[src/rtl/router_fsm_nch.sv]
// rtl/router_fsm_nch.sv - router control FSM for NUM_CH output channels with invalid-address drop path
//
// Decodes the packet header address, sequences header/payload/parity writes into the
// selected channel FIFO, stalls while that FIFO is full and waits for it to drain
// before starting a new packet. Headers addressing a channel >= NUM_CH are consumed
// and discarded in DROP_PKT.
//
// Optional feature macro: ROUTER_WAIT_TIMEOUT_EN
//   defined   : WAIT_TILL_EMPTY gives up after WAIT_CYCLES cycles, drops the packet and
//               pulses timeout_err
//   undefined : WAIT_TILL_EMPTY waits indefinitely, timeout_err tied 0
//
// Ports
//   clock, reset          rising-edge clock, synchronous active-high reset
//   pkt_valid             packet in progress on data_in
//   data_in               header address field, sampled in DECODE_ADDRESS only
//   fifo_full/fifo_empty  per-channel FIFO status
//   soft_reset            per-channel soft reset pulse (read timeout)
//   parity_done           parity byte written
//   low_pkt_valid         pkt_valid fell while the FIFO was full
//   dest_sel              one-hot write select of the latched destination
//   write_enb_reg         FIFO write enable (LOAD_DATA | LOAD_PARITY | LOAD_AFTER_FULL)
//   detect_add .. drop_state  state decodes
//   busy                  input stalled
//   timeout_err           one-cycle pulse on wait timeout
module router_fsm_nch #(
  parameter int NUM_CH      = 3,
  parameter int ADDR_W      = 2,
  parameter int WAIT_CYCLES = 30
) (
  input  logic              clock,
  input  logic              reset,
  input  logic              pkt_valid,
  input  logic [ADDR_W-1:0] data_in,
  input  logic [NUM_CH-1:0] fifo_full,
  input  logic [NUM_CH-1:0] fifo_empty,
  input  logic [NUM_CH-1:0] soft_reset,
  input  logic              parity_done,
  input  logic              low_pkt_valid,
  output logic [NUM_CH-1:0] dest_sel,
  output logic              write_enb_reg,
  output logic              detect_add,
  output logic              lfd_state,
  output logic              ld_state,
  output logic              laf_state,
  output logic              full_state,
  output logic              rst_int_reg,
  output logic              drop_state,
  output logic              busy,
  output logic              timeout_err
);

  if (NUM_CH < 2 || NUM_CH > 16 || (2 ** ADDR_W) < NUM_CH || WAIT_CYCLES < 1) begin : g_bad_param
    $error("router_fsm_nch: illegal parameter combination");
  end

  typedef enum logic [3:0] {
    DECODE_ADDRESS     = 4'd0,
    LOAD_FIRST_DATA    = 4'd1,
    LOAD_DATA          = 4'd2,
    LOAD_PARITY        = 4'd3,
    FIFO_FULL_STATE    = 4'd4,
    LOAD_AFTER_FULL    = 4'd5,
    WAIT_TILL_EMPTY    = 4'd6,
    CHECK_PARITY_ERROR = 4'd7,
    DROP_PKT           = 4'd8
  } state_t;

  state_t            state;
  logic [ADDR_W-1:0] dest_addr;

  // Address -> one-hot channel mask; addresses >= NUM_CH give an all-zero mask,
  // which keeps every per-channel mux safe for out-of-range addresses.
  function automatic logic [NUM_CH-1:0] onehot(input logic [ADDR_W-1:0] a);
    onehot = '0;
    for (int i = 0; i < NUM_CH; i++) begin
      if (a == ADDR_W'(i)) onehot[i] = 1'b1;
    end
  endfunction

  logic [NUM_CH-1:0] dest_oh;
  logic [NUM_CH-1:0] in_oh;
  logic              sel_full;
  logic              sel_empty;
  logic              sel_soft;
  logic              in_valid;
  logic              in_empty;

  assign dest_oh   = onehot(dest_addr);
  assign in_oh     = onehot(data_in);
  assign sel_full  = |(fifo_full  & dest_oh);
  assign sel_empty = |(fifo_empty & dest_oh);
  assign sel_soft  = |(soft_reset & dest_oh);
  assign in_valid  = |in_oh;
  assign in_empty  = |(fifo_empty & in_oh);

`ifdef ROUTER_WAIT_TIMEOUT_EN
  localparam int CNT_W = $clog2(WAIT_CYCLES + 1);
  logic [CNT_W-1:0] wait_cnt;
`else
  assign timeout_err = 1'b0;
`endif

  always_ff @(posedge clock) begin
    if (reset) begin
      state     <= DECODE_ADDRESS;
      dest_addr <= '0;
`ifdef ROUTER_WAIT_TIMEOUT_EN
      wait_cnt    <= '0;
      timeout_err <= 1'b0;
`endif
    end else begin
`ifdef ROUTER_WAIT_TIMEOUT_EN
      timeout_err <= 1'b0;
      // Held at zero outside WAIT_TILL_EMPTY so every entry starts a fresh count.
      if (state != WAIT_TILL_EMPTY) wait_cnt <= '0;
`endif
      // A soft reset only matters for the channel currently being written.
      if (state != DECODE_ADDRESS && sel_soft) begin
        state     <= DECODE_ADDRESS;
        dest_addr <= '0;
      end else begin
        case (state)
          DECODE_ADDRESS: begin
            if (pkt_valid) begin
              dest_addr <= data_in;
              if (!in_valid)     state <= DROP_PKT;
              else if (in_empty) state <= LOAD_FIRST_DATA;
              else               state <= WAIT_TILL_EMPTY;
            end
          end
          LOAD_FIRST_DATA: state <= LOAD_DATA;
          LOAD_DATA: begin
            if (sel_full)        state <= FIFO_FULL_STATE;
            else if (!pkt_valid) state <= LOAD_PARITY;
          end
          LOAD_PARITY: state <= CHECK_PARITY_ERROR;
          CHECK_PARITY_ERROR: begin
            if (sel_full) state <= FIFO_FULL_STATE;
            else          state <= DECODE_ADDRESS;
          end
          FIFO_FULL_STATE: begin
            if (!sel_full) state <= LOAD_AFTER_FULL;
          end
          LOAD_AFTER_FULL: begin
            if (parity_done)        state <= DECODE_ADDRESS;
            else if (low_pkt_valid) state <= LOAD_PARITY;
            else                    state <= LOAD_DATA;
          end
          WAIT_TILL_EMPTY: begin
`ifdef ROUTER_WAIT_TIMEOUT_EN
            wait_cnt <= wait_cnt + 1'b1;
            // Target draining on the last allowed cycle still wins over the timeout.
            if (sel_empty) begin
              state <= LOAD_FIRST_DATA;
            end else if (wait_cnt == CNT_W'(WAIT_CYCLES - 1)) begin
              state       <= DROP_PKT;
              timeout_err <= 1'b1;
            end
`else
            if (sel_empty) state <= LOAD_FIRST_DATA;
`endif
          end
          DROP_PKT: begin
            if (!pkt_valid) state <= DECODE_ADDRESS;
          end
          default: state <= DECODE_ADDRESS;
        endcase
      end
    end
  end

  // Moore outputs: pure decodes of the registered state and destination.
  assign detect_add    = (state == DECODE_ADDRESS);
  assign lfd_state     = (state == LOAD_FIRST_DATA);
  assign ld_state      = (state == LOAD_DATA);
  assign laf_state     = (state == LOAD_AFTER_FULL);
  assign full_state    = (state == FIFO_FULL_STATE);
  assign rst_int_reg   = (state == CHECK_PARITY_ERROR);
  assign drop_state    = (state == DROP_PKT);
  assign write_enb_reg = ld_state | (state == LOAD_PARITY) | laf_state;
  assign busy          = lfd_state | (state == LOAD_PARITY) | full_state | laf_state
                       | (state == WAIT_TILL_EMPTY) | rst_int_reg;
  assign dest_sel      = (detect_add || drop_state) ? '0 : dest_oh;

endmodule

[config.mk]
export PLATFORM = sky130hd
export DESIGN_NAME = router_fsm_nch
export DESIGN_NICKNAME = d
export VERILOG_FILES = /design/src/rtl/router_fsm_nch.sv
export SDC_FILE = /design/constraint.sdc
export NUM_CORES = 1
export LEC_CHECK = 0
export CAP_MARGIN = 10
export CORE_ASPECT_RATIO = 0.8
export CORE_MARGIN = 10
export CORE_UTILIZATION = 42
export DETAILED_ROUTE_END_ITERATION = 7
export PLACE_DENSITY = 0.79
export SLEW_MARGIN = 20
export SYNTH_ARGS = -nofsm -noshare
export SYNTH_HDL_FRONTEND = slang
export SYNTH_SLANG_ARGS = --single-unit
[constraint.sdc]
create_clock -name clock -period 2 [get_ports clock]
set_input_delay 0.2 -clock clock [delete_from_list [all_inputs] [get_ports clock]]
set_output_delay 0.2 -clock clock [all_outputs]
set_load 0.02 [all_outputs]
# Yosys cells after proc, flatten, opt, wreduce, memory -nomap -nowiden
# Index checks and enable logic that the tools add are counted.
# word_totals
ff_bits,6
latch_bits,0
ramBits,0
romBits,0
out_inout_bits,13
word_cells,63
memories,0
# op_classes
n_addsub,0
n_mul,0
div_mod_pow,0
order_cmp,0
eq_ne,17
n_shift,0
mux,19
n_bitwise,11
reduce_logical,14
# ops
op,n
$pmux 4 s9,1
$mux 4,7
$eq 4x3->1 const B,4
$reduce_or 3->1,5
$and 3x3->3,4
$mux 3,3
$eq 4x2->1 const B,2
$ne 2x2->1 const B,4
$mux 1,7
$or 1x1->1,7
$reduce_and 5->1,1
$eq 2x1->1 const B,2
$eq 2x2->1 const B,2
$eq 4x1->1 const B,1
$eq 4x4->1 const B,1
$logic_not 2->1,2
$logic_not 4->1,1
$reduce_bool 4->1,1
$ne 3x2->1 const B,1
$mux 2,1
$reduce_and 2->1,1
$reduce_or 2->1,1
$logic_and 1x1->1,1
$logic_or 1x1->1,1

# Depth between registers and ports, before layout
# logic_depth
depth_word,8
ltp_mapped,7

# Worst setup path after synthesis
# No wires, ideal clock.
# synth_path
path_type,reg-to-reg
start,reg state[2]
end,reg state[0]
setup_ns,0.060
arrival_time_ns,1.731
t_required_ns,1.940
setup_slack_ns,0.209
stages_incl_launch_ff,6
n_path_buf,1
period_less_slack_ns,1.791
cell_sequence,dfxtp_1 clkbuf_1 nor4_1 o211ai_1 o21ai_0 and3_1
# synth_via
elab_chain_cells,3
# synth_lines
item,line_no,text
from (decl),69,state_t state;
from (signal assigned),106,state <= DECODE_ADDRESS;
from (signal assigned),120,state <= DECODE_ADDRESS;
from (signal assigned),127,if (!in_valid) state <= DROP_PKT;
$eq 4x2->1 *,--,
named net ld_state,44,"output logic ld_state,"
$ne 3x2->1 (no source line),--,
$reduce_and 5->1 (no source line),--,
# The timed path passes the listed nets; every way through them passes the cells marked *.
# A chain may end at the register's enable or synchronous reset.

# Worst setup path in the final report
# layout_path
start,reg dest_addr[1]
end,out dest_sel[2]
# layout_via
elab_chain_cells,3
# layout_lines
item,line_no,text
from (decl),70,logic [ADDR_W-1:0] dest_addr;
from (signal assigned),126,dest_addr <= data_in;
$eq 2x2->1,77,if (a == ADDR_W'(i)) onehot[i] = 1'b1;
$mux 1,77,
$mux 3,184,assign dest_sel = (detect_add || drop_state) ? '0 : dest_oh;
to (decl),40,"output logic [NUM_CH-1:0] dest_sel,"
# Every way passes these cells.

==> impl_metrics.yaml <==
status:
  status: "complete, no violations"
setup_path:
  start_kind: "register"
  timing.rr.end: "state[0]"
  critPathRequiredTime_ps: 1800
  worstSetupEndpointType: "output port"
  worstPathArrival_ps: 1720
  endpoint: "dest_sel[2]"
  critPathLaunch: "dest_addr[1]"
  r2r_slack_ps: 190
  path_max_fanout: 6
  worst-r2r-cell-count: 5
  reg2reg_from: "dest_addr[1]"
  path_class: "register to output port"
synth:
  yosysSeqAreaShare_pct: 17.17
  ys_warn_count: 0
  synth_area_um2: 699.4
  ys.flop_type: "dfxtp_1"
  synth_cell_types: 38
  synth_nets: 119
  ys_seq_elements: 6
  ys_async_sr_fraction_pct: 0
  avgSynthCellArea_um2: 6.790
  synth_edf_count: 0
  syn_inst: 103
cts:
  cts_root_buf: "clkbuf_4"
  ctsLongestPathBuffers: 2
  numCtsBuffers: 3
  insertion_delay_ps: 250
  cts_max_level: 1
  hold_buffers: 0
  clock_sinks: 6
  cts_tree: "built"
  path_clk_slew_ps: 50
final_layout:
  final_common_cell: "clkdlybuf4s50_1"
  layout_common_cells: "clkdlybuf4s50_1, nor2_1, nand2_1, a21oi_1, buf_4"
  fin_nets: 151
  n_antenna_cell: 0
  post-route-util_pct: 65.78
  finalInstanceArea_mm2: 0.001049
  drive_gt1_share_pct: 16.54
  stdcell_count: 155
  fillers: 164
  syn2layout_area_growth_pct: 49.91
global_route:
  grt_antenna_before_repair: 0
  grtUsageTotal_pct: 12.50
  grt_overflow: 0
  grt_pass1_vias: 841
  grt_max_degree: 14
  grt_first_pass_wirelength_mm: 3.767
drt:
  final_antenna_net_count: 0
  drtPass1Iterations: 4
  wl_mm: 2.387
  drc: 0
  drt-initial-drc-count: 30
  vias: 881
  via_per_inst: 5.684
  wire_per_inst_um: 15.40
floorplan:
  core_area_mm2: 0.001594
  die_area_mm2: 0.003708
  fp.dieH_um: 56.50
  num_rows: 13
  io_pins: 29
  die_x_um: 65.63
  start_util_pct: 43.88
timing:
  hold_ws_ps: 571.0
  tns_ps: 0
  rsz0062_at_grt: "no"
  skew_ps: 3.498
  finalSetupViolCount: 0
  slew_viol_final: 0
  setup_ws_ps: 83.34
  fmax_mhz: 521.7
  timing.final.crit_share_pct: 95.83
  final.min_clock_period_ps: 1917
  hold_viol_final: 0
run:
  max_cap_violations: 0
power_and_ir_drop:
  power_density_mw_per_mm2: 1324
  p_total_mw: 1.388
  power.ir.vdd_worst_mv: 0.8107
  power_leakage_nw: 0.4240
placement:
  placed_area_mm2: 0.001013
  post-place-ws_ps: 107.5
  portBuffers: 27
  dp.cells: 152
  gp_congestion: 0.8678
  place_hpwl_mm: 1.948
worst_hold_path:
  hold_class: "register to register"
==> metal layers <==
layer / GRT usage (%) / up-vias / routed length (um)
li1: - / 429 / -
met1: 13.69 / 419 / 989
met2: 20.66 / 26 / 1181
met3: 3.564 / 7 / 158
met4: 7.317 / 0 / 58
met5: 0 / - / 0
==> sequential cells by signal, indices dropped and copies added, names as in the netlist <==
name       count
state          4
dest_addr      2
==> synthesized netlist by cell type (all sizes together) (2+ instances only) <==
master	instances	area, um^2
a21oi	8	40.04
a221oi	3	26.28
and2	2	12.51
buf	4	28.78
clkbuf	4	15.01
dfxtp	6	120.1
inv	5	18.77
mux2	2	22.52
mux2i	3	33.78
nand2	10	37.54
nand3	3	15.01
nand3b	3	22.52
nor2	14	52.55
nor2b	3	18.77
nor3	6	35.03
nor3b	2	15.01
nor4	2	12.51
o21ai	7	35.03
==> critical path, stage by stage (launching register included) <==
cell,delay [ps]
dfxtp_1,440
buf_4,190
nor3b_1,190
clkdlybuf4s50_1,640
==> power by group <==
| part | internal (mW) | switching (mW) |
|---|---|---|
| registers | 0.168 | 0.105 |
| logic | 0.460 | 0.541 |
| clock network | 0.0680 | 0.0463 |
==> kinds of logic (layout without fill, tap and decap cells) <==
logic type,count (synthesis),in the layout,share of synthesized area [%]
AO/OA/AOI/OAI,27,27,25.05
XOR/XNOR,1,1,1.252
buffers and inverters,13,43,8.945
flip-flops,6,6,17.17
multiplexers,6,6,11.27
other,1,1,0.5362
AND/OR/NAND/NOR,49,49,35.78
==> worst min path at each step <==
stage	from	to	slack, ps	cells past startpoint
2_1_floorplan	data_in[0]	dest_addr[0]	350	2
3_3_place_gp	dest_addr[0]	dest_addr[0]	630	2
3_5_place_dp	dest_addr[0]	dest_addr[0]	640	2
4_1_cts	reset	state[2]	630	3
5_1_grt	dest_addr[0]	dest_addr[0]	600	2
6_report	dest_addr[0]	dest_addr[0]	570	2
==> layout make-up <==
class / instances / area [um^2] / share of cell area [%]
Multi-Input combinational cell: 84 / 524.3 / 50.00
Timing Repair Buffer: 35 / 330.3 / 31.50
Sequential cell: 6 / 125.1 / 11.93
Tap cell: 22 / 27.53 / 2.625
Clock buffer: 3 / 22.52 / 2.148
Inverter: 5 / 18.77 / 1.790
==> what timing repair did <==
action / in CTS / in global routing
setup buffers: 0 / 0
resized for setup: 5 / 4
setup endpoints to repair: 9 / 8
(Power assumes the default switching activity.)
